===== config.mk =====
export PLATFORM = sky130hd
export DESIGN_NAME = dma_write_engine
export DESIGN_NICKNAME = d
export VERILOG_FILES = /design/src/rtl/dma_write_engine.sv
export SDC_FILE = /design/constraint.sdc
export NUM_CORES = 1
export LEC_CHECK = 0
export CORE_AREA = 3 3 70 137
export DETAILED_ROUTE_END_ITERATION = 10
export DIE_AREA = 0 0 73 140
export PLACE_DENSITY = 0.81
export SLEW_MARGIN = 20
export SYNTH_ARGS = -nofsm -noshare
export SYNTH_HDL_FRONTEND = slang
export SYNTH_SLANG_ARGS = --single-unit

===== constraint.sdc =====
create_clock -name clk -period 2.65 [get_ports clk]
set_input_delay 0.795 -clock clk [delete_from_list [all_inputs] [get_ports clk]]
set_output_delay 0.795 -clock clk [all_outputs]
set_load 0.02 [all_outputs]

===== src/rtl/dma_write_engine.sv =====
// dma_write_engine: writes an accepted stream of WIDTH-bit words to consecutive memory word addresses.
// Optional running checksum of acknowledged words is enabled by defining DMA_CSUM_EN.
module dma_write_engine #(
  parameter int WIDTH  = 32,
  parameter int ADDR_W = 16,
  parameter int LEN_W  = 8
) (
  input  logic              clk,
  input  logic              rst,
  input  logic              cfg_start,
  input  logic [ADDR_W-1:0] cfg_base_addr,
  input  logic [LEN_W-1:0]  cfg_len,
  output logic              busy,
  output logic              done,
  input  logic [WIDTH-1:0]  data_in,
  input  logic              valid_in,
  output logic              ready_in,
  output logic [ADDR_W-1:0] mem_addr,
  output logic [WIDTH-1:0]  mem_wdata,
  output logic              mem_we,
  input  logic              mem_ack,
  output logic [LEN_W-1:0]  words_written
`ifdef DMA_CSUM_EN
  ,
  output logic [WIDTH-1:0]  csum
`endif
);

  typedef enum logic [1:0] {
    IDLE,
    XFER,
    WAIT_ACK,
    DONE
  } state_t;

  state_t state, state_nxt;

  logic [ADDR_W-1:0] base_q;
  logic [LEN_W-1:0]  len_q;
  logic [LEN_W-1:0]  count_q;
  logic [LEN_W-1:0]  count_inc;
  logic              start_take;
  logic              word_take;
  logic              ack_take;

  assign count_inc  = count_q + LEN_W'(1);
  assign start_take = (state == IDLE) && cfg_start;
  assign word_take  = (state == XFER) && valid_in;
  // mem_we is high for the whole of WAIT_ACK, so an ack anywhere else is a stray
  assign ack_take   = (state == WAIT_ACK) && mem_ack;

  always_ff @(posedge clk or negedge rst) begin
    if (!rst) begin
      state <= IDLE;
    end else begin
      state <= state_nxt;
    end
  end

  always_comb begin
    state_nxt = state;
    ready_in  = 1'b0;
    busy      = 1'b0;
    done      = 1'b0;
    mem_we    = 1'b0;
    case (state)
      IDLE: begin
        if (cfg_start) begin
          state_nxt = (cfg_len == '0) ? DONE : XFER;
        end
      end
      XFER: begin
        ready_in = 1'b1;
        busy     = 1'b1;
        if (valid_in) begin
          state_nxt = WAIT_ACK;
        end
      end
      WAIT_ACK: begin
        busy   = 1'b1;
        mem_we = 1'b1;
        if (mem_ack) begin
          state_nxt = (count_inc == len_q) ? DONE : XFER;
        end
      end
      DONE: begin
        done      = 1'b1;
        state_nxt = IDLE;
      end
      default: state_nxt = IDLE;
    endcase
  end

  always_ff @(posedge clk or negedge rst) begin
    if (!rst) begin
      base_q  <= '0;
      len_q   <= '0;
      count_q <= '0;
    end else if (start_take) begin
      base_q  <= cfg_base_addr;
      len_q   <= cfg_len;
      count_q <= '0;
    end else if (ack_take) begin
      count_q <= count_inc;
    end
  end

  // Address is base plus words already acknowledged, wrapping naturally at ADDR_W bits
  always_ff @(posedge clk or negedge rst) begin
    if (!rst) begin
      mem_addr  <= '0;
      mem_wdata <= '0;
    end else if (word_take) begin
      mem_addr  <= base_q + ADDR_W'(count_q);
      mem_wdata <= data_in;
    end
  end

  assign words_written = count_q;

`ifdef DMA_CSUM_EN
  always_ff @(posedge clk or negedge rst) begin
    if (!rst) begin
      csum <= '0;
    end else if (start_take) begin
      csum <= '0;
    end else if (ack_take) begin
      csum <= csum + mem_wdata;
    end
  end
`endif

endmodule


# --- Word level (Yosys, flattened, before mapping) ---
# Cells that the tools add are included.
word_totals:
  regBits: 82
  in_bits: 61
op_classes:
  add_sub_neg: 2
  n_eq_ne: 7
  mux: 12
  n_reduce_logical: 8
ops:
  columns: ["op", "count"]
  rows:
  - ["16-bit by 8-bit adder with 16-bit output", 1]
  - ["8-bit 2-to-1 mux", 2]
  - ["2-bit 2-to-1 mux", 5]
  - ["8-bit by 1-bit adder with 8-bit output, second input constant", 1]
  - ["8-bit == test", 1]
  - ["8-bit zero test", 1]
  - ["2-bit one-hot mux with 4 select lines", 1]
  - ["2-bit inequality test, second input constant", 3]
  - ["2-bit == test, second input constant", 2]
  - ["1-bit 2-to-1 mux", 4]
  - ["1-bit logical AND", 3]
  - ["3-bit AND reduction", 1]
  - ["2-bit by 1-bit == test with 1-bit output, second input constant", 1]
  - ["2-bit zero test", 1]
  - ["2-bit nonzero test", 1]
  - ["2-bit OR reduction", 1]

# --- Logic depth before layout (Yosys ltp) ---
depth:
  word_depth: 5
  ltp_mapped: 8
  depth_no_buf: 7

# --- Worst setup path before layout ---
# OpenSTA, ideal clock, no wires.
synth_timing:
  path_kind: "register to register"
  startpoint: "register count_q[0] (netlist: words_written[0])"
  endpoint: "register mem_addr[8]"
  setup_ps: 124
  t_arrival_ps: 2062
  t_required_ps: 2526
  path_slack_ps: 464
  stages_incl_launch_ff: 8
  path_cell_list: "dfrtp_1 > ha_1 > fa_1 > a21o_1 > a21o_2 > a21oi_2 > nor4_1 > a211o_1"
synth_via:
  elab_chain_cells: 1
synth_lines:
  columns: ["item", "line", "text"]
  rows:
  - ["from (decl)", "40", "logic [LEN_W-1:0] count_q;"]
  - ["from (signal assigned)", "104", "count_q <= count_inc;"]
  - ["16-bit by 8-bit adder with 16-bit output", "114", "mem_addr <= base_q + ADDR_W'(count_q);"]
  - ["to (signal assigned)", "114", null]
  - ["to (decl)", "18", "output logic [ADDR_W-1:0] mem_addr,"]
# Every way passes these cells.
# A chain may end at the register's enable or synchronous reset.

# --- Worst setup path in the final report ---
layout_timing:
  startpoint: "register state[1]"
  endpoint: "output port busy"
layout_via:
  elab_chain_cells: 3
  elab_cells_between_ends: 4
  cone_classes: "eq/ne: 2; mux: 1; reduce/logical: 1"
layout_lines:
  columns: ["item", "line", "text"]
  rows:
  - ["from (decl)", "36", "state_t state, state_nxt;"]
  - ["from (signal assigned)", "56", "state <= state_nxt;"]
  - ["2-bit by 1-bit == test with 1-bit output or 2-bit == test (tied branches)", "66", "case (state)"]
  - ["2-bit OR reduction (no source line) (*)", null, null]
  - ["1-bit 2-to-1 mux (*)", "66", null]
  - ["to (decl)", "13", "output logic busy,"]
# Mark *: on every way between the ends. The rest lies on a longest branch, timed or not.

==> out/metrics.csv <==
metric;value;unit
worst slew pin tran;0.560;ns
power per cell area;1120;nW/µm²
ys flop type;dfrtp_1;
Worst path slowest cell;clkdlybuf4s50_1;
max cap viols;0;
die area;10200;µm²
first-pass GRT wire length;16.7;mm
Yosys cell types;46;
Root Driver;clkbuf_16;
critical-path cell list;inv_1 -> ha_1 -> clkdlybuf4s50_1;
P&R area growth vs syn;40.2;%
count leader, synth;nand2_1;
Post-synth EDFFs;0;
worst skew pair latency;0.33;ns
Max IR drop VDD;0.723;mV
worst hold-check path type;input pin to async pin;
buffers added on ports;120;
Leakage;2.68;nW
wire per inst;14.9;µm
die extent in y;140;µm
post-synth top area share;51.3;%
CTS Sinks;82;
HPWL after DPL;7.58;mm
Req. time, crit path;1.86;ns
fin crit period;2.54;ns
GRT Util Overall;20.8;%
Die Span X;73;µm
total power;6.28;mW
Worst path max stage delay;0.60;ns
total global routing overflow;0;
WS Path Type;flip-flop to output port;
nets@finish;646;
cell row count;48;
register-to-register setup slack;0.35;ns
final hold vios;0;
final WL;10.0;mm
crit path buf inv count;2;
Post-DRT Antenna Nets;0;
# setup viols final;0;
layout cell share with drive strength beyond 1;4.71;%
outcome;finished, final reports clean;
quantity of hold-fixing buffers added after cts;0;
vias in the first global route;3657;
Worst setup EP type;output port;
Yosys warning total;0;
largest net degree at the start of global routing;43;
Sum Neg Setup Slack;0;ns
CTS Buf Count;9;
CTS tree;yes;
most common library cells after synthesis;186 x nand2_1, 82 x dfrtp_1, 16 x o21ai_0, 15 x clkbuf_1;
GPL Wtd Cong;0.887;
worst setup margin;0.115;ns
synthesized area;4000;µm²
DRT Pass-1 Iters;4;
CP top delay family;buffers and inverters;
DRC viols;0;
period utilisation layout;95.7;%
Core Box Area;8710;µm²
Final Max Slew Viols;0;
initial core utilization;45.9;%
Post-CTS Resized;0;
Synth Net Count;529;
sequential area share after synthesis;51.3;%
DR vias/cell;5.24;
Worst Path Arrival;1.74;ns
initial DRC count;120;
f_max;394;MHz
ys async rst share;100;%
via count;3527;
Mapped Avg Cell Area;8.82;µm²
#FFs+latches synth;82;
RSZ-0062 raised after global routing;false;
postcts setup bufs;0;
crit-path max FO;4;
main area contributors after synthesis;dfrtp_1 51%, nand2_1 17%, ha_1 4.4%;
crit path launch type;flip-flop;
clk buf depth;2;
number of antenna repair diodes;0;
max_slew headroom;62.7;%
Clock transition at path regs;0.06;ns
I/O pin cnt;121;
H-tree depth;3;
Placement Setup Slack;0.233;ns
Clock Skews;0.00775;ns
initial antenna violation count;0;
Yosys top cell by area;dfrtp_1;
post-synthesis cell count;453;
-- through the flow --
step           std cells  hold WS [ns]  area (µm²)  utilization, %
2_1_floorplan        453         0.450        4000               -
4_1_cts              673         0.461        5600            64.3
3_5_place_dp         659         0.461        5290            60.7
3_3_place_gp         659         0.456        5290            60.7
6_report             673         0.442        5600            64.3
5_1_grt              673         0.486        5600            64.3
-- cell usage in the layout, fill, tap and decap left out, types with 3 or more instances in the layout --
cell / count
nor3b_1: 4
nand4_1: 4
ha_1: 14
a21oi_1: 14
o31ai_1: 6
o211ai_1: 5
and3_1: 3
nand2_1: 185
nor2_1: 9
a31oi_1: 5
nor3_1: 7
nor4_1: 4
buf_4: 5
o21a_1: 3
o21ai_0: 16
xor2_1: 7
nand3_1: 11
or4_1: 4
clkdlybuf4s50_1: 117
a21o_1: 3
dfrtp_1: 82
or3_1: 3
xnor2_1: 10
inv_1: 12
clkbuf_16: 9
-- path summary, 6_finish.rpt --
path	from	depth (start not counted)	end
min reg2reg	mem_wdata[31]$_DFFE_PN0P_	2	mem_wdata[31]$_DFFE_PN0P_
min in group clk	mem_wdata[31]$_DFFE_PN0P_	2	mem_wdata[31]$_DFFE_PN0P_
min	rst	1	mem_wdata[17]$_DFFE_PN0P_
max reg2reg	words_written[0]$_DFFE_PN0P_	7	mem_addr[8]$_DFFE_PN0P_
max	state[1]$_DFFE_PN0P_	3	busy
max in group asynchronous	rst	2	mem_wdata[21]$_DFFE_PN0P_
-- area by class of cell --
cell class,count,area (µm²)
Tap cell,100,125
Multi-Input combinational cell,339,1800
Clock inverter,3,65.1
Fill cell,737,3110
Timing Repair Buffer,126,1270
Sequential cell,82,2050
Inverter,12,45.0
Clock buffer,11,243
-- cells by family (layout without fill, tap and decap cells) --
family                   count (synthesis)  after routing  synth area share (%)
buffers and inverters                   32            152                  3.76
AO/OA/AOI/OAI                           64             64                  10.4
adder cells (fa/ha/maj)                 15             15                  4.88
XOR/XNOR                                17             17                  3.72
AND/OR/NAND/NOR                        243            243                  25.9
flip-flops                              82             82                  51.3
-- sequential cells by signal, indices dropped and copies added, names as in the netlist --
register / cells
mem_wdata: 32
mem_addr: 16
len_q: 8
state: 2
words_written: 8
base_q: 16
-- where the power goes --
group	leakage, nW	total, mW	switching (mW)	internal, mW
Clock	0.151	1.29	0.451	0.838
Sequential	1.03	2.19	0.390	1.80
Combinational	1.50	2.81	1.53	1.28
Total	2.68	6.28	2.37	3.91
-- routing by layer --
layer  track usage, %  share of wire (%)
met1             22.6                 36
met2             38.2                 57
met3             3.23                4.3
met4             9.05                2.1
met5                0                  0
Note: power is estimated with default switching activity, not from simulation.
==> edit 1: new RTL, config.mk and constraints unchanged <==
The 4 states of `state_t` get a Gray code encoding in 2 bits.
--- a/src/rtl/dma_write_engine.sv
+++ b/src/rtl/dma_write_engine.sv
@@ -27,10 +27,10 @@
 );
 
   typedef enum logic [1:0] {
-    IDLE,
-    XFER,
-    WAIT_ACK,
-    DONE
+    IDLE     = 2'b00,
+    XFER     = 2'b01,
+    WAIT_ACK = 2'b11,
+    DONE     = 2'b10
   } state_t;
 
   state_t state, state_nxt;
Behaviour: same outputs for any inputs over 10 cycles, from zero or initial values and one cycle with rst low; not proved beyond that.
==> edit 1 against the original RTL <==
Worst setup slack better by 81 ps. Critical path depth stayed put. Wire length down 5.5%. Power grew 5.2%. Register-to-register slack about the same. Sequential cell count is the same. Final area fell by 2.3%. Area after synthesis shrank 4.9%. Synthesized cell count down 30%. Highest routed layer unchanged.
==> edit 1: results (changes against the original RTL) <==
status: "completed"
dp.final_hpwl_um: 7238  # -4.5%
grt_max_degree: 63  # +47%
num_antenna_cells: 0  # unchanged
synth_nets: 387  # -27%
grt_pass1_wl_um: 15000  # -10%
slew_headroom: 0.5967  # -0.02991
synth.distinct_cells: 37  # -20%
num-multi-input-gates: 221  # -35%
wire_per_inst_um: 17.33  # +17%
fin_cells: 546  # -19%
crit_fanout: 8  # +4
multi_input_area_um2: 1692  # -6.0%
root_buffer: "clkbuf_16"
track_usage: 0.1936  # -0.01467
fin_skew_ps: 4.869  # -2.877 ps
place_area_um2: 5137  # -2.9%
num-nonclk-inverters: 2  # -10
syn_area_per_cell_um2: 12.02  # +36%
cp.arrival_ps: 1660  # -80 ps
leakagePower_nw: 2.297  # -14%
synthTopCellsByCount: "82 x dfrtp_1, 57 x mux2_2, 29 x nand2_1"
dp_slack_ps: 359.8  # +127.1 ps
hold_slack_ps: 473.9  # +31.91 ps
dp.cells: 530  # -20%
fillers: 679  # -7.9%
buffers: 125  # -0.79%
multi_input_area_share: 0.3091  # -0.01203
clock_cell_area_share: 0.06127  # +0.006336
drt_iter0_markers: 106  # -12%
drive_gt1_frac: 0.1861  # +0.1390
yosysSeqAreaShare: 0.5400  # +0.02670
num-nets-final: 512  # -21%
buf_share: 0.2305  # +0.003119
synth.area.top_cells: "dfrtp_1 54%, mux2_2 17%, o21ai_0 3.4%, xnor2_1 3.2%, ha_1 3.0%"
grt_pass1_vias: 3087  # -16%
gp_congestion: 0.8887  # +0.16%
power.internal_mw: 4.310  # +10%
==> edit 1: cell count changes in the layout (fill, tap and decap cells not counted), moves of 5 or more <==
cell	change
ha_1	-5
o21ai_0	+10
inv_1	-10
nand2_1	-157
mux2_2	+57
xor2_1	+5
nand2b_1	+5
nor3_1	-6
==> edit 1: logic make-up (layout without fill, tap and decap cells) <==
family,count (synthesis),count (layout),synth area share
xor+xnor,26,26,0.05993
fa+ha+maj,10,10,0.03490
mux,58,58,0.1719
compound gates,56,56,0.08725
buf+inv,13,143,0.01548
simple gates,71,71,0.09055
flops,82,82,0.5400
==> edit 1: final timing paths <==
check	from	to	cells after the start
worst max register to register	words_written[0]	mem_addr[14]	8
worst max-delay path	state[1]	ready_in	3
worst min-delay path	rst	mem_wdata[15]	1
worst min register to register	mem_addr[7]	mem_addr[7]	2
max in group asynchronous	rst	base_q[9]	2
min in group clk	mem_addr[7]	mem_addr[7]	2
==> edit 1: layer usage <==
| layer | track usage | vias to the layer above | part of all wire |
|---|---|---|---|
| li1 | - | 1378 | - |
| met1 | 0.1888 | 1374 | 0.33 |
| met2 | 0.3642 | 88 | 0.59 |
| met3 | 0.03664 | 22 | 0.041 |
| met4 | 0.1002 | 0 | 0.034 |
| met5 | 0 | - | 0 |
==> edit 1: power by group through the flow <==
stage | clock network, mW | logic [mW] | registers, mW
2_1_floorplan | 0 | 1.29 | 2.66
3_3_place_gp | 0 | 2.91 | 2.22
3_5_place_dp | 0 | 2.99 | 2.28
6_report | 1.39 | 2.97 | 2.25
4_1_cts | 1.43 | 3.00 | 2.26
5_1_grt | 1.46 | 3.18 | 2.35
==> edit 1: worst max-delay path, cell delays in order, from the launching register on <==
cell and delay, ps:
dfrtp_1 440, nand2b_1 190, inv_1 90, clkdlybuf4s50_1 610
==> edit 2: new RTL, config.mk and constraints unchanged <==
Made on the original files. The parameter `LEN_W` goes from 8 to 16.
--- a/src/rtl/dma_write_engine.sv
+++ b/src/rtl/dma_write_engine.sv
@@ -3,7 +3,7 @@
 module dma_write_engine #(
   parameter int WIDTH  = 32,
   parameter int ADDR_W = 16,
-  parameter int LEN_W  = 8
+  parameter int LEN_W  = 16
 ) (
   input  logic              clk,
   input  logic              rst,
Interface: changed (resized cfg_len and words_written); port bits go from 121 to 137. The function was not compared with the original's and may differ.
==> edit 2 against the original RTL <==
Fmax is 2.8% lower. Power is 14% higher. Worst setup slack got worse by 74 ps. Clock skew about the same. Sequential cell count is 16 higher. Wire length is 30% higher. Die area did not move. Count of clock-buffer cells in the layout is 1 lower. Critical path type unchanged. Final area up 25%. Area after synthesis up 28%. Sequential power increased by 13%. Register-to-register slack lost 120 ps.
==> edit 2: results (changes against the original RTL) <==
status: "completed"
drt_iter0_markers: 128  # +6.7%
port_buffers: 136  # +13%
synth_nets: 613  # +16%
leakagePower_nw: 3.099  # +15%
synth.area.top_cells: "dfrtp_1 48%, nand2_1 9.2%, mux2_2 7.2%, ha_1 5.1%, xnor2_1 3.8%"
gp_congestion: 0.8644  # -2.6%
hold_slack_ps: 372.8  # -69.24 ps
num-nets-final: 755  # +17%
n_clock_buffer: 10  # -1
cp_slowest_stage_delay_ps: 620  # +20 ps
place_area_um2: 6669  # +26%
grt_pass1_vias: 4704  # +29%
r2r_setup_slack_ps: 230  # -120 ps
root_buffer: "clkbuf_16"
area_growth_syn_to_layout_pct: 36.05
cp.arrival_ps: 1810  # +70 ps
syn_area_per_cell_um2: 9.839  # +11%
fin_skew_ps: 7.741  # -0.004910 ps
timing.rr.start: "words_written[1]"
num-multi-input-gates: 389  # +15%
track_usage: 0.2739  # +0.06562
clock_cell_area_share: 0.04548  # -0.009456
dp.final_hpwl_um: 9871  # +30%
dp_slack_ps: 106.2  # -126.5 ps
multi_input_area_share: 0.3617  # +0.04056
vias: 4328  # +23%
vdd_ir_drop_max_mv: 0.8491  # +18%
grt_max_degree: 47  # +9.3%
drive_gt1_frac: 0.1183  # +0.07114
sh_seq_area: 0.3509  # -0.01530
fin_cells: 768  # +14%
dp.cells: 753  # +14%
cts_sinks: 98  # +20%
yosysSeqAreaShare: 0.4775  # -0.03584
buffers: 154  # +22%
synth-compound-area-share: 0.09842  # -0.005183
ff2ff_path_depth: 9  # +2
==> edit 2: report_power, final <==
group | internal (mW) | switching [mW]
clock | 0.846 | 0.542
sequential | 2.11 | 0.371
combinational | 1.60 | 1.70
==> edit 2: cell families (layout without fill, tap and decap cells) <==
group                    Yosys count  in the layout
multiplexers                      35             35
buffers and inverters             35            181
flip-flops                        98             98
adder cells (fa/ha/maj)           22             22
AO/OA/AOI/OAI                     78             78
XOR/XNOR                          39             39
AND/OR/NAND/NOR                  215            215
==> edit 2: metal layers <==
| metal | global-route usage | wire, um | share of wire |
|---|---|---|---|
| met5 | 0 | 0 | 0 |
| met2 | 0.5021 | 7287 | 0.56 |
| met3 | 0.06106 | 725 | 0.056 |
| met1 | 0.2788 | 4500 | 0.35 |
| met4 | 0.1323 | 507 | 0.039 |
==> edit 2: repair_timing <==
action                                  in CTS  in global routing
resized for setup                            1                  2
endpoints found under the setup margin       1                  2
pin swaps                                    0                  0
